===== src/rtl/calc_instr_sequencer_if.sv =====
// Instruction push channel into the calculator sequencer (valid/ready, one packed word per beat).
interface calc_instr_sequencer_if #(
  parameter int IW = 23
);
  logic          In_valid;
  logic          In_ready;
  logic [IW-1:0] In_instr;

  modport master (output In_valid, output In_instr, input In_ready);
  modport slave  (input In_valid, input In_instr, output In_ready);
endinterface


===== src/rtl/calc_instr_sequencer.sv =====
// Buffers packed calculator instructions in a FIFO, issues one per cycle, captures busY/Carry one cycle later.
// Build option: define CALC_SEQ_STATS_EN to add the Issue_cnt/Carry_cnt statistics outputs.
//
// state | meaning
// IDLE  | FIFO empty, nothing to issue
// RUN   | popping one entry per edge
// PAUSE | Pause held, entries wait in the FIFO
module calc_instr_sequencer #(
  parameter int DEPTH = 4,
  parameter int IW    = 23
) (
  input  logic                  Clk,
  input  logic                  Rst_n,
  calc_instr_sequencer_if.slave in_if,
  input  logic                  Pause,
  output logic                  WEN,
  output logic [2:0]            RW,
  output logic [2:0]            RX,
  output logic [2:0]            RY,
  output logic [7:0]            DataIn,
  output logic                  Sel,
  output logic [3:0]            Ctrl,
  input  logic [7:0]            busY,
  input  logic                  Carry,
  output logic                  Res_valid,
  output logic [7:0]            Res_y,
  output logic                  Res_carry,
  output logic                  Busy
`ifdef CALC_SEQ_STATS_EN
  ,
  output logic [15:0]           Issue_cnt,
  output logic [15:0]           Carry_cnt
`endif
);

  localparam int AW = $clog2(DEPTH);
  localparam int CW = $clog2(DEPTH) + 1;
  localparam logic [CW-1:0] FULL_CNT = CW'(DEPTH);

  typedef enum logic [1:0] {
    IDLE  = 2'd0,
    RUN   = 2'd1,
    PAUSE = 2'd2
  } state_t;

  state_t        state_q, state_d;
  logic [IW-1:0] mem_q [DEPTH];
  logic [AW-1:0] wr_ptr_q, rd_ptr_q;
  logic [CW-1:0] count_q;
  logic          push, pop, full, empty;
  logic          issued_q;
  logic [IW-1:0] head;

  assign full  = (count_q == FULL_CNT);
  assign empty = (count_q == '0);
  // Ready is forced low while reset is held, so no word can slip in during reset.
  assign in_if.In_ready = Rst_n & ~full;
  assign push  = in_if.In_valid & in_if.In_ready;
  assign head  = mem_q[rd_ptr_q];

  always_ff @(posedge Clk) begin
    if (push) mem_q[wr_ptr_q] <= in_if.In_instr;
  end

  always_ff @(posedge Clk or negedge Rst_n) begin
    if (!Rst_n) begin
      wr_ptr_q <= '0;
      rd_ptr_q <= '0;
      count_q  <= '0;
    end else begin
      if (push) wr_ptr_q <= wr_ptr_q + AW'(1);
      if (pop)  rd_ptr_q <= rd_ptr_q + AW'(1);
      case ({push, pop})
        2'b10:   count_q <= count_q + CW'(1);
        2'b01:   count_q <= count_q - CW'(1);
        default: count_q <= count_q;
      endcase
    end
  end

  always_ff @(posedge Clk or negedge Rst_n) begin
    if (!Rst_n) state_q <= IDLE;
    else        state_q <= state_d;
  end

  always_comb begin
    state_d = state_q;
    pop     = 1'b0;
    case (state_q)
      IDLE: begin
        if (!empty) begin
          pop     = !Pause;
          state_d = Pause ? PAUSE : RUN;
        end
      end
      RUN: begin
        if (Pause) begin
          state_d = PAUSE;
        end else if (!empty) begin
          pop = 1'b1;
          if (count_q == CW'(1) && !push) state_d = IDLE;
        end else begin
          state_d = IDLE;
        end
      end
      PAUSE: begin
        if (!Pause) begin
          if (empty) begin
            state_d = IDLE;
          end else begin
            pop     = 1'b1;
            state_d = RUN;
          end
        end
      end
      default: state_d = IDLE;
    endcase
  end

  // Issue registers: fields hold between pops, only WEN drops so the RF is never rewritten.
  always_ff @(posedge Clk or negedge Rst_n) begin
    if (!Rst_n) begin
      WEN      <= 1'b0;
      RW       <= '0;
      RX       <= '0;
      RY       <= '0;
      DataIn   <= '0;
      Sel      <= 1'b0;
      Ctrl     <= '0;
      issued_q <= 1'b0;
    end else begin
      issued_q <= pop;
      if (pop) begin
        Ctrl   <= head[22:19];
        Sel    <= head[18];
        WEN    <= head[17];
        RW     <= head[16:14];
        RX     <= head[13:11];
        RY     <= head[10:8];
        DataIn <= head[7:0];
      end else begin
        WEN    <= 1'b0;
      end
    end
  end

  always_ff @(posedge Clk or negedge Rst_n) begin
    if (!Rst_n) begin
      Res_valid <= 1'b0;
      Res_y     <= '0;
      Res_carry <= 1'b0;
    end else begin
      Res_valid <= issued_q;
      if (issued_q) begin
        Res_y     <= busY;
        Res_carry <= Carry;
      end
    end
  end

  assign Busy = !empty | issued_q | WEN;

`ifdef CALC_SEQ_STATS_EN
  always_ff @(posedge Clk or negedge Rst_n) begin
    if (!Rst_n) begin
      Issue_cnt <= '0;
      Carry_cnt <= '0;
    end else begin
      if (pop)              Issue_cnt <= Issue_cnt + 16'd1;
      if (issued_q && Carry) Carry_cnt <= Carry_cnt + 16'd1;
    end
  end
`endif

endmodule


===== src/flat_wrapper.sv =====
// flat-port wrapper written by rule: the top's interface ports become plain ports
module calc_instr_sequencer_flat 
#(
  parameter int DEPTH = 4,
  parameter int IW    = 23
)
  (Clk, Rst_n, Pause, WEN, RW, RX, RY, DataIn, Sel, Ctrl, busY, Carry, Res_valid, Res_y, Res_carry, Busy, in_if_In_valid, in_if_In_instr, in_if_In_ready);
  calc_instr_sequencer_if #(.IW(IW)) in_if_i ();
  input  logic Clk;
  input  logic Rst_n;
  input  logic Pause;
  output logic WEN;
  output logic [2:0] RW;
  output logic [2:0] RX;
  output logic [2:0] RY;
  output logic [7:0] DataIn;
  output logic Sel;
  output logic [3:0] Ctrl;
  input  logic [7:0] busY;
  input  logic Carry;
  output logic Res_valid;
  output logic [7:0] Res_y;
  output logic Res_carry;
  output logic Busy;
  input wire logic [$bits(in_if_i.In_valid)-1:0] in_if_In_valid;
  input wire logic [$bits(in_if_i.In_instr)-1:0] in_if_In_instr;
  output wire logic [$bits(in_if_i.In_ready)-1:0] in_if_In_ready;
  assign in_if_i.In_valid = in_if_In_valid;
  assign in_if_i.In_instr = in_if_In_instr;
  assign in_if_In_ready = in_if_i.In_ready;
  calc_instr_sequencer #(.DEPTH(DEPTH), .IW(IW)) u_core (.Clk(Clk), .Rst_n(Rst_n), .in_if(in_if_i), .Pause(Pause), .WEN(WEN), .RW(RW), .RX(RX), .RY(RY), .DataIn(DataIn), .Sel(Sel), .Ctrl(Ctrl), .busY(busY), .Carry(Carry), .Res_valid(Res_valid), .Res_y(Res_y), .Res_carry(Res_carry), .Busy(Busy));
endmodule

===== config.mk =====
export PLATFORM = sky130hd
export DESIGN_NAME = calc_instr_sequencer_flat
export DESIGN_NICKNAME = d
export VERILOG_FILES = /design/src/rtl/calc_instr_sequencer_if.sv /design/src/rtl/calc_instr_sequencer.sv /design/src/flat_wrapper.sv
export SDC_FILE = /design/constraint.sdc
export NUM_CORES = 1
export LEC_CHECK = 0
export BUFFER_PORTS_ARGS = -buffer_cell sky130_fd_sc_hd__buf_2
export CORE_ASPECT_RATIO = 1.2
export CORE_UTILIZATION = 50
export CTS_CLUSTER_DIAMETER = 100
export DETAILED_ROUTE_END_ITERATION = 6
export PLACE_DENSITY = 0.71
export SKIP_LAST_GASP = 1
export SYNTH_ARGS = -nofsm -noshare
export SYNTH_HDL_FRONTEND = slang
export SYNTH_SLANG_ARGS = --single-unit

===== constraint.sdc =====
create_clock -name Clk -period 4 [get_ports Clk]
set_clock_uncertainty 0.15 [all_clocks]
set_input_delay 0.2 -clock Clk [delete_from_list [all_inputs] [get_ports Clk]]
set_output_delay 0.2 -clock Clk [all_outputs]
set_load 0.02 [all_outputs]

==> summary.txt <==
Layout
  • Post-Layout Inst Area: 6670 um2
  • Final #Nets: ~420
  • Area growth from synthesis to layout: 27.2%
  • Multi-input logic area: 1300 um2
  • Fill count: about 690
  • Register area: between 3000 and 4000 um2
  • Most common cell after layout, fill and taps aside: edfxtp_1
  • Inserted Diodes: 0
  • Commonest non-fill, non-tap cells in the layout: edfxtp_1 (92), buf_2 (70), dfrtp_1 (42), dlygate4sd3_1 (33), mux2_2 (32)
  • Share of cells above drive strength 1: between 40% and 50%

Routing
  • DR iter-0 viols: 136
  • Routed vias/inst: roughly 5.2
  • WL/cell: 17.6 um
  • First-pass DRT Iterations: 6
  • Drt drc: 0
  • Wirelength, routed: ~9000 um
  • Via Count: 2668
  • Routed Antenna Nets: 0

Run
  • Max Cap Viol: 0

Floorplanning
  • Die area: 10900 um2
  • # rows: 40
  • IO Pins: 71
  • Die H: 114 um
  • Starting Density: 51.9%
  • Die boundary width: 95.5 um
  • Total core area: 10100 um2

Clock network
  • Number of setup buffers added after CTS: 0
  • Cells resized by post-CTS repair: 0
  • Max clock buf depth: 2
  • Root Driver: clkbuf_16
  • Clk pin slew, worst setup/hold paths: 0.05 ns
  • CTS H-Tree Depth: 4
  • CTS tree: yes
  • Clock Latency Late Sink: 0.40 ns
  • CTS Sinks: 135
  • TritonCTS Buffers: 17

Global route
  • Maximum number of pins on one net before global-route repair: between 40 and 50
  • Initial antenna violation count: 0
  • GRT Total Usage: 19.1%
  • Vias in the first global route: 2832
  • Total grt overflow: 0
  • First-pass GRT wire length: ~15000 um

Worst setup path
  • WP buf/inv: 2
  • Crit path max-delay family: simple AND/OR/NAND/NOR gates
  • CP endpoint kind: register
  • Arr. time, crit path: 2.64 ns
  • Crit-path cells: inv_1, ha_1, a21oi_1, and2_1, buf_4
  • Startpoint Class: register
  • Critical Path Max Stage Delay: approximately 0.73 ns
  • Critical-path top delay cell: and2_1
  • Critical path type: register to register
  • Critical Path RT: just under 4 ns
  • Worst Path Max Fanout: 14

Place
  • Detailed placer's ending HPWL: 5310 um
  • Post-Place Cell Area: 5730 um2
  • Routability congestion estimate from global placement: roughly 0.65
  • Port Buffers: 70

Timing
  • Max Clock Freq: 0.372 GHz
  • Final Hold Fails: 0
  • Max transition margin: 29.6%
  • Final setup fails: 0
  • Period minus WS final: 2.69 ns
  • Slew Limit Fails: 0
  • Final worst path period share: around 67%
  • Unrepaired setup endpoints after global routing: no
  • Setup tns final: 0 ns
  • Actual slew at the worst max-slew pin: around 1.1 ns

Logic synthesis
  • Gate Count Post-Synth: roughly 250
  • Synthesized net count: 303
  • Mapped Area: 5250 um2
  • Netlist cell types: 29
  • Synth Area per Inst: ~21 um2
  • Post-synthesis sequential area ratio: 73.2%
  • YS warnings: 0
  • Flops & latches, synth: 135

Outcome
  • Outcome: completed

Pwr
  • Power Density: 761 nW/um2
  • Leakage power: ~2.6 nW
  • Peak supply drop: 0.000392 V

Min path
  • Worst Hold Class: input port to register
-- metrics by stage --
stage / power [mW] / cells / worst slack, ns / hold WS (ns) / utilization (%)
3_5_place_dp: 3.53 / 447 / 1.28 / 0.244 / 56.6
6_report: 5.08 / 512 / 1.31 / 0.0373 / 66.0
5_1_grt: 5.35 / 512 / 1.12 / 0.0535 / 66.0
2_1_floorplan: 3.15 / 254 / 1.78 / -0.246 / -
4_1_cts: 5.14 / 512 / 1.27 / 0.0213 / 66.0
3_3_place_gp: 3.48 / 447 / 1.37 / 0.227 / 56.6
-- metal layers --
layer,share of wire [%],routed length [um],track usage [%],vias up
met5,0,0,0,-
met4,0.81,73,6.67,0
met3,4.1,372,5.98,6
met2,55,4940,32.6,58
met1,40,3640,22.7,1375
li1,-,-,-,1229
-- sequential cells by signal (all words and copies together), names as in the netlist --
name              flops
u_core.RY             3
u_core.WEN            1
u_core.DataIn         8
u_core.RW             3
u_core.Res_valid      1
u_core.Sel            1
u_core.Ctrl           4
u_core.count_q        3
u_core.mem_q         92
u_core.Res_y          8
u_core.wr_ptr_q       2
u_core.Res_carry      1
u_core.RX             3
u_core.state_q        2
u_core.issued_q       1
u_core.rd_ptr_q       2
-- repair_timing --
action / in CTS / in global routing
hold buffers: 33 / 0
setup endpoints to repair: 0 / 0
hold endpoints to repair: 144 / 0
-- tightest hold or removal path: stages --
cell,delay [ns]
buf_2,0.14
o211ai_1,0.11
mux2i_1,0.09
-- cell families after synthesis --
group,count (synthesis),share of synthesized area (%)
AO/OA/AOI/OAI,7,0.859
XOR/XNOR,6,1.00
adder cells (fa/ha/maj),13,3.10
buffers and inverters,17,1.96
flip-flops,135,73.2
multiplexers,57,17.5
AND/OR/NAND/NOR,19,2.41
-- final timing paths --
check | slack (ns) | end | startpoint | depth (start not counted)
max | 1.31 | u_core.mem_q[3][7] | u_core.count_q[0] | 5
min | 0.04 | u_core.state_q[1] | Pause | 3
max reg2reg | 1.31 | u_core.mem_q[3][7] | u_core.count_q[0] | 5
min reg2reg | 0.35 | u_core.Res_carry | u_core.Res_carry | 1
max in group asynchronous | 2.94 | u_core.rd_ptr_q[0] | Rst_n | 3
min in group asynchronous | 0.31 | u_core.Ctrl[3] | Rst_n | 3
-- synthesized netlist by cell type --
cell type   n  area (um2)
edfxtp_1   92        2760
dfrtp_1    43        1080
mux2_2     32         360
mux4_2     18         405
ha_1       13         163
inv_1       8        30.0
and2_1      5        31.3
buf_6       5        56.3
mux4_1      5         131
nand2_1     4        15.0
xnor2_1     4        35.0
nor2_1      3        11.3
a21oi_1     2        10.0
clkbuf_1    2        7.51
mux2i_1     2        20.0
o21ai_0     2        10.0
xor2_1      2        17.5
a21boi_0    1        7.51
a222oi_1    1        10.0
buf_1       1        3.75
buf_2       1        5.00
nand2b_1    1        6.26
nand3b_1    1        7.51
nor2b_1     1        6.26
nor2b_4     1        13.8
nor3b_1     1        7.51
nor4_4      1        21.3
o211ai_1    1        7.51
or3_1       1        6.26
-- layout make-up --
type                            count  share of cell area (%)
Tap cell                          126                    2.36
Timing Repair Buffer              109                    10.9
Sequential cell                   135                    57.5
Clock buffer                       20                    6.99
Inverter                            8                   0.450
Multi-Input combinational cell    102                    19.5
Clock inverter                     12                    2.25
-- report_power, final --
part / total (mW) / switching, mW / internal (mW)
combinational: 1.41 / 0.673 / 0.734
clock: 1.57 / 0.544 / 1.03
sequential: 2.10 / 0.275 / 1.83
total: 5.08 / 1.49 / 3.59
(Power assumes the default switching activity.)
